`config.mk`:
```
export PLATFORM = sky130hd
export DESIGN_NAME = ebi_read_responder_flat
export DESIGN_NICKNAME = d
export VERILOG_FILES = /design/src/rtl/ebi_read_responder_if.sv /design/src/rtl/ebi_read_responder.sv /design/src/flat_wrapper.sv
export SDC_FILE = /design/constraint.sdc
export NUM_CORES = 1
export LEC_CHECK = 0
export CAP_MARGIN = 5
export CORE_ASPECT_RATIO = 1.25
export CORE_MARGIN = 1
export CORE_UTILIZATION = 45
export DETAILED_ROUTE_END_ITERATION = 12
export PLACE_DENSITY = 0.74
export SYNTH_ARGS = -nofsm -noshare
export SYNTH_HDL_FRONTEND = slang
export SYNTH_SLANG_ARGS = --single-unit
```
`constraint.sdc`:
```
create_clock -name clk -period 2.9 [get_ports clk]
set_input_delay 0.58 -clock clk [delete_from_list [all_inputs] [get_ports clk]]
set_output_delay 0.58 -clock clk [all_outputs]
set_load 0.01 [all_outputs]
```
`src/rtl/ebi_read_responder_if.sv`:
```
// EBI read-side bus bundle: MCU pad signals plus the memory read port.
// slave = responder view, master = MCU/memory view.
interface ebi_read_responder_if;
    logic [15:0] EBI_AD;
    logic        EBI_ALE;
    logic        EBI_RE;
    logic [15:0] ebi_ad_out;
    logic        ebi_ad_oe;
    logic        mem_rd_en;
    logic [14:0] mem_rd_addr;
    logic [15:0] mem_rd_data;

    modport slave (
        input  EBI_AD, EBI_ALE, EBI_RE, mem_rd_data,
        output ebi_ad_out, ebi_ad_oe, mem_rd_en, mem_rd_addr
    );

    modport master (
        output EBI_AD, EBI_ALE, EBI_RE, mem_rd_data,
        input  ebi_ad_out, ebi_ad_oe, mem_rd_en, mem_rd_addr
    );
endinterface

```
`src/rtl/ebi_read_responder.sv`:
```
// EBI read responder: latches address on ALE fall, fetches a word on RE fall, drives it until RE rise.
// Optional EBI_READ_AUTOINC_EN: post-increment addr_q[14:0] after every completed read.
module ebi_read_responder #(
    parameter int          SYNC_STAGES = 2,
    parameter int          MEM_LATENCY = 1,
    parameter logic [15:0] ID_WORD     = 16'h4D4E
) (
    input  logic                 clk,
    input  logic                 reset,
    ebi_read_responder_if.slave  bus,
    input  logic [9:0]           line_y,
    input  logic                 vblank,
    input  logic                 frame_tick
);

    typedef enum logic [1:0] {IDLE, ADDR, FETCH, DRIVE} state_t;

    localparam logic [2:0] LAT = 3'(MEM_LATENCY);

    state_t                 state;
    logic [SYNC_STAGES-1:0] ale_s;
    logic [SYNC_STAGES-1:0] re_s;
    logic                   ale_fall, ale_rise, re_fall, re_rise;
    logic [15:0]            addr_q;
    logic [15:0]            frame_cnt;
    logic [15:0]            status_word;
    logic [15:0]            ad_out;
    logic                   ad_oe;
    logic                   rd_en;
    logic [14:0]            rd_addr;
    logic [2:0]             lat_cnt;

    always_ff @(posedge clk) begin
        if (reset) begin
            ale_s <= '0;
            re_s  <= '1;
        end else begin
            ale_s <= {ale_s[SYNC_STAGES-2:0], bus.EBI_ALE};
            re_s  <= {re_s[SYNC_STAGES-2:0], bus.EBI_RE};
        end
    end

    // Edges compare the last two synchroniser stages (index N-2 is the newer sample).
    assign ale_fall = ale_s[SYNC_STAGES-1] & ~ale_s[SYNC_STAGES-2];
    assign ale_rise = ~ale_s[SYNC_STAGES-1] & ale_s[SYNC_STAGES-2];
    assign re_fall  = re_s[SYNC_STAGES-1] & ~re_s[SYNC_STAGES-2];
    assign re_rise  = ~re_s[SYNC_STAGES-1] & re_s[SYNC_STAGES-2];

    always_ff @(posedge clk) begin
        if (reset) begin
            frame_cnt <= '0;
        end else if (frame_tick) begin
            frame_cnt <= frame_cnt + 16'd1;
        end
    end

    always_comb begin
        status_word = '0;
        case (addr_q[1:0])
            2'd0:    status_word = frame_cnt;
            2'd1:    status_word = {6'b0, line_y};
            2'd2:    status_word = {15'b0, vblank};
            default: status_word = ID_WORD;
        endcase
    end

    always_ff @(posedge clk) begin
        if (reset) begin
            state   <= IDLE;
            addr_q  <= '0;
            ad_out  <= '0;
            ad_oe   <= 1'b0;
            rd_en   <= 1'b0;
            rd_addr <= '0;
            lat_cnt <= '0;
        end else begin
            rd_en <= 1'b0;
            case (state)
                IDLE, ADDR: begin
                    if (ale_fall) begin
                        addr_q <= bus.EBI_AD;
                        state  <= ADDR;
                    end else if (re_fall) begin
                        state   <= FETCH;
                        lat_cnt <= '0;
                        if (!addr_q[15]) begin
                            rd_en   <= 1'b1;
                            rd_addr <= addr_q[14:0];
                        end
                    end
                end
                FETCH: begin
                    if (ale_rise) begin
                        state <= IDLE;
                    end else if (re_rise) begin
                        // Strobe ended before data was ready: drop the read without driving.
                        state <= ADDR;
                    end else if (addr_q[15]) begin
                        ad_out <= status_word;
                        ad_oe  <= 1'b1;
                        state  <= DRIVE;
                    end else if (lat_cnt == LAT) begin
                        ad_out <= bus.mem_rd_data;
                        ad_oe  <= 1'b1;
                        state  <= DRIVE;
                    end else begin
                        lat_cnt <= lat_cnt + 3'd1;
                    end
                end
                DRIVE: begin
                    if (ale_rise) begin
                        ad_oe <= 1'b0;
                        state <= IDLE;
                    end else if (re_rise) begin
                        ad_oe <= 1'b0;
                        state <= ADDR;
`ifdef EBI_READ_AUTOINC_EN
                        addr_q <= {addr_q[15], addr_q[14:0] + 15'd1};
`endif
                    end
                end
                default: state <= IDLE;
            endcase
        end
    end

    assign bus.ebi_ad_out  = ad_out;
    assign bus.ebi_ad_oe   = ad_oe;
    assign bus.mem_rd_en   = rd_en;
    assign bus.mem_rd_addr = rd_addr;

endmodule

```
`src/flat_wrapper.sv`:
```
// flat-port wrapper written by rule: the top's interface ports become plain ports
module ebi_read_responder_flat 
#(
    parameter int          SYNC_STAGES = 2,
    parameter int          MEM_LATENCY = 1,
    parameter logic [15:0] ID_WORD     = 16'h4D4E
)
  (clk, reset, line_y, vblank, frame_tick, bus_EBI_AD, bus_EBI_ALE, bus_EBI_RE, bus_mem_rd_data, bus_ebi_ad_out, bus_ebi_ad_oe, bus_mem_rd_en, bus_mem_rd_addr);
  ebi_read_responder_if bus_i ();
  input  logic clk;
  input  logic reset;
  input  logic [9:0] line_y;
  input  logic vblank;
  input  logic frame_tick;
  input wire logic [$bits(bus_i.EBI_AD)-1:0] bus_EBI_AD;
  input wire logic [$bits(bus_i.EBI_ALE)-1:0] bus_EBI_ALE;
  input wire logic [$bits(bus_i.EBI_RE)-1:0] bus_EBI_RE;
  input wire logic [$bits(bus_i.mem_rd_data)-1:0] bus_mem_rd_data;
  output wire logic [$bits(bus_i.ebi_ad_out)-1:0] bus_ebi_ad_out;
  output wire logic [$bits(bus_i.ebi_ad_oe)-1:0] bus_ebi_ad_oe;
  output wire logic [$bits(bus_i.mem_rd_en)-1:0] bus_mem_rd_en;
  output wire logic [$bits(bus_i.mem_rd_addr)-1:0] bus_mem_rd_addr;
  assign bus_i.EBI_AD = bus_EBI_AD;
  assign bus_i.EBI_ALE = bus_EBI_ALE;
  assign bus_i.EBI_RE = bus_EBI_RE;
  assign bus_i.mem_rd_data = bus_mem_rd_data;
  assign bus_ebi_ad_out = bus_i.ebi_ad_out;
  assign bus_ebi_ad_oe = bus_i.ebi_ad_oe;
  assign bus_mem_rd_en = bus_i.mem_rd_en;
  assign bus_mem_rd_addr = bus_i.mem_rd_addr;
  ebi_read_responder #(.SYNC_STAGES(SYNC_STAGES), .MEM_LATENCY(MEM_LATENCY), .ID_WORD(ID_WORD)) u_core (.clk(clk), .reset(reset), .bus(bus_i), .line_y(line_y), .vblank(vblank), .frame_tick(frame_tick));
endmodule
```
==> metrics, run 1 <==
critical path startpoint category=flip-flop; CP Depth=4; Diodes inserted=0; share of layout cells above drive strength 1=6.85%; Non-Filler Instances=525; CP Class=flip-flop to flip-flop; adder-cell share of the synthesized area=2.74%; Critical Path RT=3.17 ns; clk_lat worst skew=0.34 ns; EDFF count, synth=0; Iteration-0 DRC Markers=154; worst setup path start=u_core.state[1]; total number of yosys warnings=0; Reg2Reg Depth=4; Top FF cell, synth=dfxtp_1; Crit Path Max Fanout=23; Final Hold Viols=0; cell count after synthesis=360; part of the cycle the worst path needs=71.1%; library cells used by synthesis=43; Antenna Nets Post-Route=0; dominant cells by area after synthesis=dfxtp_1 (46%), nor2_1 (5.5%), a21oi_1 (5.2%); Post-Synth XOR/XNOR Area=3.57%; CTS Buf Count=9; area grow syn2layout=31.5%; gr ovfl total=0; post-DP HPWL=5.35 mm; initial core utilization=47.7%; core area=6690 µm²; Die ar.=7440 µm²; Reg clk slew, reported paths=0.08 ns; Crit. End Element=flip-flop; RSZ-0062 raised after global routing=false; hold_buf cts=0; FILL cells=594; post-synthesis mux area share=5.02%; CP bufs+invs=0; Sink Count=74; DRC Markers=0; largest family of logic cells by synthesized area=simple AND/OR/NAND/NOR gates; Pwr Density=470 nW/µm²; largest net degree at the start of global routing=36; vias in the first global route=2,686; Fmax=0.485 GHz; Die W=77.3 µm; WP data arrival=2.33 ns; Nets=488; drt wl/cell=14.1 µm; Clock Tree Buf Depth=2; sequential fraction of the synthesis area=46.4%; R2R Path End=u_core.bus.ebi_ad_out[1]; Clock Root Buffer=clkbuf_8; postcts setup bufs=0; RD Place Congestion=0.845; Post-Syn Area=3190 µm²; Mapped Nets=415; Port-buffer cells=80; Placed Instances=509; worst rel slew slack=36.5%; final worst path period need=2.06 ns; H-tree depth=3; VDD IR max=0.252 mV; status=finished clean; setup_tns=0 ns; R2R Setup Slk=0.84 ns; DRT Pass-1 Iters=4; Setup Skew=0.00986 ns; Max stage delay on crit path=0.77 ns; All-Layer GR Usage=21.1%; Pleak=1.46 nW; Synth area leader=dfxtp_1; post-synth top area share=46.4%; CTS tree=yes; vias=2,797; MaxCap Viol Count=0; Yosys reg bits=74; Die Ht=96.2 µm; crit-path cells=nor2b_1 -> o2111a_1 -> o211ai_1 -> a21oi_1; worst hold path class=flip-flop to flip-flop; FF-to-FF Start=u_core.state[1]; critical path's top delay family=compound AO/OA/AOI/OAI gates; Vias/cell=5.33; Synth Area in Compound Gates=14.9%; area of the multi-input gates=1580 µm²; first-pass GRT wire length=12.3 mm; syn_area_per_cell=8.87 µm²; routed wire length=7.39 mm; post-cts sizing count=0; num rows=33; actual slew at the worst max-slew pin=0.951 ns; setup violators final=0; antenna violations before repair=0; Post-Synth Simple-Gate Area=23.2%; crit path capture=u_core.bus.ebi_ad_out[1]; Top Ports=81; Synth async-reset ratio=0%; Worst path slowest cell=o2111a_1; register area=1480 µm²; max-slew violations=0
==> metrics by stage <==
stage	hold slack (ns)	setup slack, ns	utilization [%]	area (µm²)	power (mW)
2_1_floorplan	0.436	1.28	-	3190	1.17
3_3_place_gp	0.442	0.568	60.1	4020	1.27
3_5_place_dp	0.447	0.519	60.1	4020	1.27
4_1_cts	0.458	0.842	62.8	4200	1.99
5_1_grt	0.478	0.619	62.8	4200	2.05
6_report	0.456	0.839	62.8	4200	1.97
==> cell usage after synthesis (4+ instances only) <==
| cell type | instances |
|---|---|
| and3_1 | 8 |
| xor2_1 | 4 |
| a211oi_1 | 11 |
| nand4_1 | 7 |
| nor2b_1 | 8 |
| nor3_1 | 8 |
| a221o_1 | 4 |
| o211ai_1 | 5 |
| nand2b_1 | 11 |
| a22oi_1 | 4 |
| inv_1 | 7 |
| mux2i_1 | 16 |
| dfxtp_1 | 74 |
| xnor2_1 | 9 |
| a21oi_1 | 33 |
| nor4_1 | 6 |
| nand2_1 | 43 |
| nor2_1 | 47 |
| clkbuf_1 | 15 |
| ha_1 | 7 |
==> state kept, by name, summed over array words and instances, names as in the netlist <==
signal,flops
u_core.addr_q,16
u_core.bus.ebi_ad_out,16
u_core.frame_cnt,16
u_core.bus.mem_rd_addr,15
u_core.lat_cnt,3
u_core.ale_s,2
u_core.re_s,2
u_core.state,2
u_core.bus.ebi_ad_oe,1
u_core.bus.mem_rd_en,1
==> layout by cell type (no fill, tap or decap), types with 2 or more instances in the layout <==
cell,Yosys,final
nor3_1,8,8
clkdlybuf4s50_1,0,79
xnor2_1,9,9
nor4_1,6,6
inv_1,7,7
a22oi_1,4,4
buf_4,1,4
dfxtp_1,74,74
nand2b_1,11,11
or2_2,3,3
nor2_1,47,47
mux2i_1,16,16
and3_1,8,8
or3_1,2,2
a221o_1,4,4
nand4_1,7,7
nor2b_1,8,8
nand2_1,43,43
clkinvlp_4,0,4
a211oi_1,11,11
ha_1,7,7
o211ai_1,5,5
nor4b_1,2,2
a21oi_1,33,33
xor2_1,4,4
clkbuf_8,0,10
a31o_2,3,3
a21boi_0,2,2
==> report_power, final <==
part           internal, mW  switching, mW  leakage [nW]
Combinational         0.106         0.0822         0.785
Clock                 0.337          0.388        0.0782
Sequential             1.04         0.0217         0.599
Total                  1.48          0.492          1.46
==> cell type report <==
| cell class | count | area share [%] |
|---|---|---|
| Clock buffer | 11 | 3.37 |
| Multi-Input combinational cell | 257 | 37.5 |
| Inverter | 7 | 0.626 |
| Clock inverter | 5 | 0.924 |
| Sequential cell | 74 | 35.3 |
| Timing Repair Buffer | 84 | 19.7 |
| Tap cell | 87 | 2.59 |
==> worst min path at each step <==
stage | cells after the start | endpoint | start
after global routing | 2 | u_core.bus.ebi_ad_out[2] | u_core.bus.ebi_ad_out[2]
after detailed placement | 2 | u_core.bus.ebi_ad_out[3] | u_core.bus.ebi_ad_out[3]
after global placement | 2 | u_core.bus.ebi_ad_out[1] | u_core.bus.ebi_ad_out[1]
final | 2 | u_core.bus.ebi_ad_out[2] | u_core.bus.ebi_ad_out[2]
after CTS | 2 | u_core.bus.ebi_ad_out[2] | u_core.bus.ebi_ad_out[2]
after floorplan | 2 | u_core.addr_q[10] | u_core.addr_q[10]
==> kinds of logic after synthesis <==
group / Yosys count
AO/OA/AOI/OAI: 71
XOR/XNOR: 13
adder cells (fa/ha/maj): 7
buffers and inverters: 29
flip-flops: 74
multiplexers: 16
AND/OR/NAND/NOR: 150
==> worst min-delay path: stages, from the launching register on <==
cell	delay (ns)
dfxtp_1	0.31
nand2_1	0.05
a21oi_1	0.05
==> layer usage <==
metal | wire [µm] | vias up | global-route usage, % | part of all wire [%]
li1 | - | 1404 | - | -
met1 | 3370 | 1316 | 25.8 | 46
met2 | 3650 | 66 | 37.0 | 49
met3 | 262 | 11 | 3.98 | 3.5
met4 | 117 | 0 | 7.70 | 1.6
met5 | 0 | - | 0 | 0
Power figures use the tool's default switching activity.
==> run 2: changes to the inputs <==
==> constraint.sdc (replaced) <==
create_clock -name clk -period 2 [get_ports clk]
set_input_delay 0.4 -clock clk [delete_from_list [all_inputs] [get_ports clk]]
set_output_delay 0.4 -clock clk [all_outputs]
set_load 0.01 [all_outputs]
==> run 2 against run 1 <==
Against the previous run:
- core utilization is 1.3 points higher
- sequential cell count stayed put
- highest routed layer unchanged
- register-to-register slack worse by 0.64 ns
- design area is 2.1% higher
- critical endpoint is now u_core.bus.ebi_ad_out[13]
- die area stayed put
- first-iteration DRC count is 1.9% higher
- global-route usage is 0.072 points lower
- combinational power is 53% higher
- critical path depth is 2 higher
- setup slack worse by 0.64 ns
- via count is 0.54% lower
- critical path type unchanged
- non-clock buffer count is 9 higher
==> metrics, run 2 (synthesized netlist as in run 1, its figures left out) <==
area of the multi-input gates=1580 µm²; Nets=497; sequential power share=51.3%; initial core utilization=47.7%; CP bufs+invs=1; Non-Filler Instances=534; worst hold path class=flip-flop to flip-flop; VDD IR max=0.336 mV; Sink Count=74; Die ar.=7440 µm²; Port-buffer cells=80; setup violators final=0; actual slew at the worst max-slew pin=0.443 ns; GR Layer Usage met1=26.1%; met3 Usage GRT=2.94%; Diodes inserted=0; Logic pwr share=9.7%; Clock Tree Buf Depth=2; part of the cycle the worst path needs=89.9%; Crit. End Element=flip-flop; max-slew violations=0; num rows=33; commonest non-fill, non-tap cell in the layout=clkdlybuf4s50_1; register area=1480 µm²; clock network power share=39.1%; Critical Path RT=2.25 ns; DRC Markers=0; routed wire length=7.48 mm; RD Place Congestion=0.798; GRT Max-Usage Layer=met2; Top Ports=81; postcts setup bufs=0; Hold Slack=0.453 ns; met2 usage=36.4%; Worst Hold Path EP=u_core.bus.ebi_ad_out[8]; Placed Instances=518; Final Hold Viols=0; post-DP HPWL=5.46 mm; Fmax=0.556 GHz; critical path's top delay family=compound AO/OA/AOI/OAI gates; Iteration-0 DRC Markers=157; first-pass GRT wire length=12.3 mm; Vias/cell=5.21; hold_buf cts=0; Max stage delay on crit path=0.39 ns; R2R Setup Slk=0.20 ns; Die W=77.3 µm; Antenna Nets Post-Route=0; critical path startpoint category=flip-flop; core area=6690 µm²; commonest non-fill, non-tap cells in the layout=clkdlybuf4s50_1 (79), dfxtp_1 (74), nor2_1 (47); worst rel slew slack=70.5%; worst hold path cell count=2; CP Class=flip-flop to flip-flop; fin util=64.1%; FILL cells=587; H-tree depth=3; area grow syn2layout=34.3%; Die Ht=96.2 µm; Setup Skew=0.00784 ns; clk_lat worst skew=0.34 ns; R2R Path End=u_core.bus.ebi_ad_out[13]; Worst Hold Launch=u_core.bus.ebi_ad_out[8]; Clock Root Buffer=clkbuf_8; gr ovfl total=0; Reg2Reg Depth=6; largest net degree at the start of global routing=28; FF-to-FF Start=u_core.lat_cnt[0]; CTS tree=yes; drt wl/cell=14.0 µm; Pwr Density=695 nW/µm²; post-cts sizing count=0; share of layout cells above drive strength 1=8.95%; final worst path period need=1.80 ns; antenna violations before repair=0; CTS Buf Count=9; Internal Power=2.28 mW; vias=2,782; All-Layer GR Usage=21.0%; WP data arrival=2.05 ns; RSZ-0062 raised after global routing=false; Worst path slowest cell=dfxtp_1; crit-path cells=ha_1 -> nor2b_1 -> o2111a_1 -> buf_4 -> nor2_1 -> a211oi_1; Sw Share=23.6%; DRT Pass-1 Iters=4; Pleak=1.53 nW; vias in the first global route=2,665; Reg clk slew, reported paths=0.08 ns; MaxCap Viol Count=0; P_sw=0.703 mW; status=finished clean; Crit Path Max Fanout=18
-- run 2: area by class of cell --
class	instances	share of cell area, %
inverters	7	0.613
multi-input cells	257	36.7
well taps	87	2.54
repair buffers	93	20.8
clock buffers	10	3.21
clock inverters	6	1.52
flip-flops and latches	74	34.5
-- run 2: worst max-delay path by stage --
| stage | start | to | slack (ns) | cells after the start |
|---|---|---|---|---|
| 2_1_floorplan | u_core.addr_q[15] | u_core.bus.mem_rd_addr[6] | 0.39 | 5 |
| 3_3_place_gp | frame_tick | u_core.frame_cnt[15] | -0.004 | 4 |
| 3_5_place_dp | frame_tick | u_core.frame_cnt[15] | -0.06 | 4 |
| 4_1_cts | u_core.lat_cnt[0] | u_core.bus.ebi_ad_out[11] | 0.21 | 6 |
| 5_1_grt | u_core.lat_cnt[0] | u_core.bus.ebi_ad_out[11] | 0.04 | 6 |
| 6_report | u_core.lat_cnt[0] | u_core.bus.ebi_ad_out[13] | 0.20 | 6 |
-- run 2: per-layer routing --
| metal | up-vias | share of wire (%) |
|---|---|---|
| met4 | 0 | 1.6 |
| met2 | 65 | 49 |
| met5 | - | 0 |
| li1 | 1416 | - |
| met1 | 1290 | 46 |
| met3 | 11 | 2.9 |
-- run 2: stage by stage --
stage | area, µm² | total power [mW] | TNS (ns) | setup WS, ns
2_1_floorplan | 3190 | 1.70 | 0 | 0.387
3_3_place_gp | 4090 | 1.84 | -0.00378 | -0.00378
3_5_place_dp | 4090 | 1.85 | -0.155 | -0.0641
4_1_cts | 4290 | 3.01 | 0 | 0.208
5_1_grt | 4290 | 3.09 | 0 | 0.0392
6_report | 4290 | 2.98 | 0 | 0.202
-- run 2: power by group through the flow --
stage,Clock [mW],Combinational [mW],Sequential [mW]
2_1_floorplan,0,0.141,1.56
3_3_place_gp,0,0.284,1.56
3_5_place_dp,0,0.288,1.56
4_1_cts,1.19,0.290,1.53
5_1_grt,1.25,0.314,1.53
6_report,1.16,0.288,1.53
-- run 2: tightest hold or removal path, stage by stage, from the launching register on --
cell	delay (ns)
dfxtp_1	0.31
nand2_1	0.05
a21oi_1	0.05
==> run 3: changes to the inputs <==
--- a/config.mk
+++ b/config.mk
@@ -8,9 +8,8 @@
 export CAP_MARGIN = 5
 export CORE_ASPECT_RATIO = 1.25
 export CORE_MARGIN = 1
-export CORE_UTILIZATION = 45
+export CORE_UTILIZATION = 35
 export DETAILED_ROUTE_END_ITERATION = 12
-export PLACE_DENSITY = 0.74
 export SYNTH_ARGS = -nofsm -noshare
 export SYNTH_HDL_FRONTEND = slang
 export SYNTH_SLANG_ARGS = --single-unit
==> constraint.sdc (replaced) <==
create_clock -name clk -period 2.03 [get_ports clk]
set_input_delay 0.406 -clock clk [delete_from_list [all_inputs] [get_ports clk]]
set_output_delay 0.406 -clock clk [all_outputs]
set_load 0.01 [all_outputs]
==> run 3 against run 2 <==
Against the previous run:
- setup slack improved by 0.070 ns
- via count is 0.14% higher
- critical endpoint is now u_core.bus.ebi_ad_out[11]
- count of clock-buffer cells in the layout grew 1
- sequential cell count is the same
==> metrics, run 3 (synthesized netlist as in run 1, its figures left out) <==
status=finished clean; CP bufs+invs=1; MaxCap Viol Count=0; hold_buf cts=0; VDD IR max=0.329 mV; Critical Path RT=2.28 ns; Die W=87.4 µm; drt wl/cell=14.5 µm; Pwr Density=643 nW/µm²; WP data arrival=2.01 ns; Die Ht=109 µm; critical path startpoint category=flip-flop; Sw Share=23.8%; commonest non-fill, non-tap cells in the layout=clkdlybuf4s50_1 (79), dfxtp_1 (74), nor2_1 (47); RD Place Congestion=0.768; first-pass GRT wire length=13.2 mm; FF-to-FF Start=u_core.addr_q[0]; critical path's top delay family=adder cells; vias=2,786; num rows=38; DRT Pass-1 Iters=4; Internal Power=2.10 mW; Crit. End Element=flip-flop; area grow syn2layout=34.1%; RSZ-0062 raised after global routing=false; R2R Setup Slk=0.27 ns; Crit Path Max Fanout=17; Port-buffer cells=80; actual slew at the worst max-slew pin=0.700 ns; Setup Skew=0.00912 ns; Die ar.=9510 µm²; Nets=495; DRC Markers=0; P_sw=0.654 mW; Final Hold Viols=0; routed wire length=8.18 mm; Antenna Nets Post-Route=0; Top Ports=81; CP Class=flip-flop to flip-flop; Reg2Reg Depth=6; setup violators final=0; Worst Hold Launch=reset; Vias/cell=4.95; crit path capture=u_core.bus.ebi_ad_out[11]; Reg clk slew, reported paths=0.07 ns; Clock Root Buffer=clkbuf_8; gr ovfl total=0; post-cts sizing count=0; max-slew violations=0; Hold Slack=0.383 ns; Non-Filler Instances=563; CP Depth=6; part of the cycle the worst path needs=86.6%; Sink Count=74; Clock Tree Buf Depth=2; Worst path slowest cell=ha_1; antenna violations before repair=0; vias in the first global route=2,736; Iteration-0 DRC Markers=102; Placed Instances=549; clock network power share=34.9%; postcts setup bufs=0; largest net degree at the start of global routing=35; CTS Buf Count=9; worst hold path class=primary input to flip-flop; share of layout cells above drive strength 1=7.90%; clk_lat worst skew=0.34 ns; Pleak=1.50 nW; commonest non-fill, non-tap cell in the layout=clkdlybuf4s50_1; R2R Path End=u_core.bus.ebi_ad_out[11]; initial core utilization=36.5%; crit-path cells=inv_1 -> ha_1 -> nand2b_1 -> and3_1 -> a21oi_1 -> a211oi_1; CTS tree=yes; worst setup path start=u_core.addr_q[0]; final worst path period need=1.76 ns; Max stage delay on crit path=0.53 ns; core area=8750 µm²; Diodes inserted=0; Logic pwr share=10.3%; All-Layer GR Usage=18.3%; H-tree depth=3; sequential power share=54.8%; worst rel slew slack=53.3%; post-DP HPWL=5.92 mm; Fmax=0.569 GHz
[run 3: cell types whose count changed in the layout (fill, tap and decap cells not counted)]
| cell | before | now |
|---|---|---|
| buf_4 | 13 | 10 |
| buf_12 | 0 | 1 |
| bufinv_16 | 1 | 0 |
| clkbuf_1 | 0 | 1 |
| clkinv_4 | 1 | 0 |
| inv_6 | 1 | 0 |
[run 3: layout make-up]
type / instances / area [µm²]
sequential: 74 / 1480
clock inverter: 3 / 17.5
clock buffer: 11 / 141
fill: 901 / 4470
inverter: 7 / 26.3
multi-input combinational: 257 / 1580
tap: 120 / 150
timing repair buffer: 91 / 891
[run 3: metal layers]
layer  vias to the layer above  share of wire (%)  track usage (%)
met4                         0                1.6             7.73
met5                         -                  0                0
met1                      1312                 44             22.1
li1                       1416                  -                -
met2                        49                 51             32.1
met3                         9                3.4             2.80
[run 3: how the worst min path moves through the flow]
stage	endpoint	depth (start not counted)	slack, ns
global placement	u_core.bus.ebi_ad_out[8]	2	0.44
finish	u_core.bus.ebi_ad_oe	2	0.38
CTS	u_core.bus.ebi_ad_oe	2	0.38
global route	u_core.bus.ebi_ad_oe	2	0.40
detailed placement	u_core.bus.ebi_ad_out[2]	2	0.45
floorplan	u_core.addr_q[10]	2	0.44
[run 3: stage by stage]
step | cell area (µm²) | utilization, % | setup WS (ns) | TNS (ns) | power, mW
6_report | 4280 | 49.0 | 0.273 | 0 | 2.75
5_1_grt | 4280 | 49.0 | 0.0783 | 0 | 2.88
4_1_cts | 4280 | 49.0 | 0.265 | 0 | 2.79
3_5_place_dp | 4120 | 47.1 | -0.0133 | -0.0133 | 1.83
3_3_place_gp | 4120 | 47.1 | 0.0453 | 0 | 1.82
2_1_floorplan | 3190 | - | 0.417 | 0 | 1.67
[run 3: power groups by stage]
stage	Clock (mW)	Combinational, mW	Sequential, mW
floorplan	0	0.139	1.54
global placement	0	0.283	1.54
detailed placement	0	0.286	1.54
CTS	0.993	0.287	1.51
global route	1.06	0.312	1.51
finish	0.959	0.284	1.51
[run 3: worst register-to-register path, delay by kind of cell, from the launching register on]
family / cells / cell delay, ns
AOI/OAI and AO/OA: 2 / 0.29
buffers and inverters: 1 / 0.10
DFF: 1 / 0.36
adders and majority gates: 1 / 0.53
and+or+nand+nor: 2 / 0.39
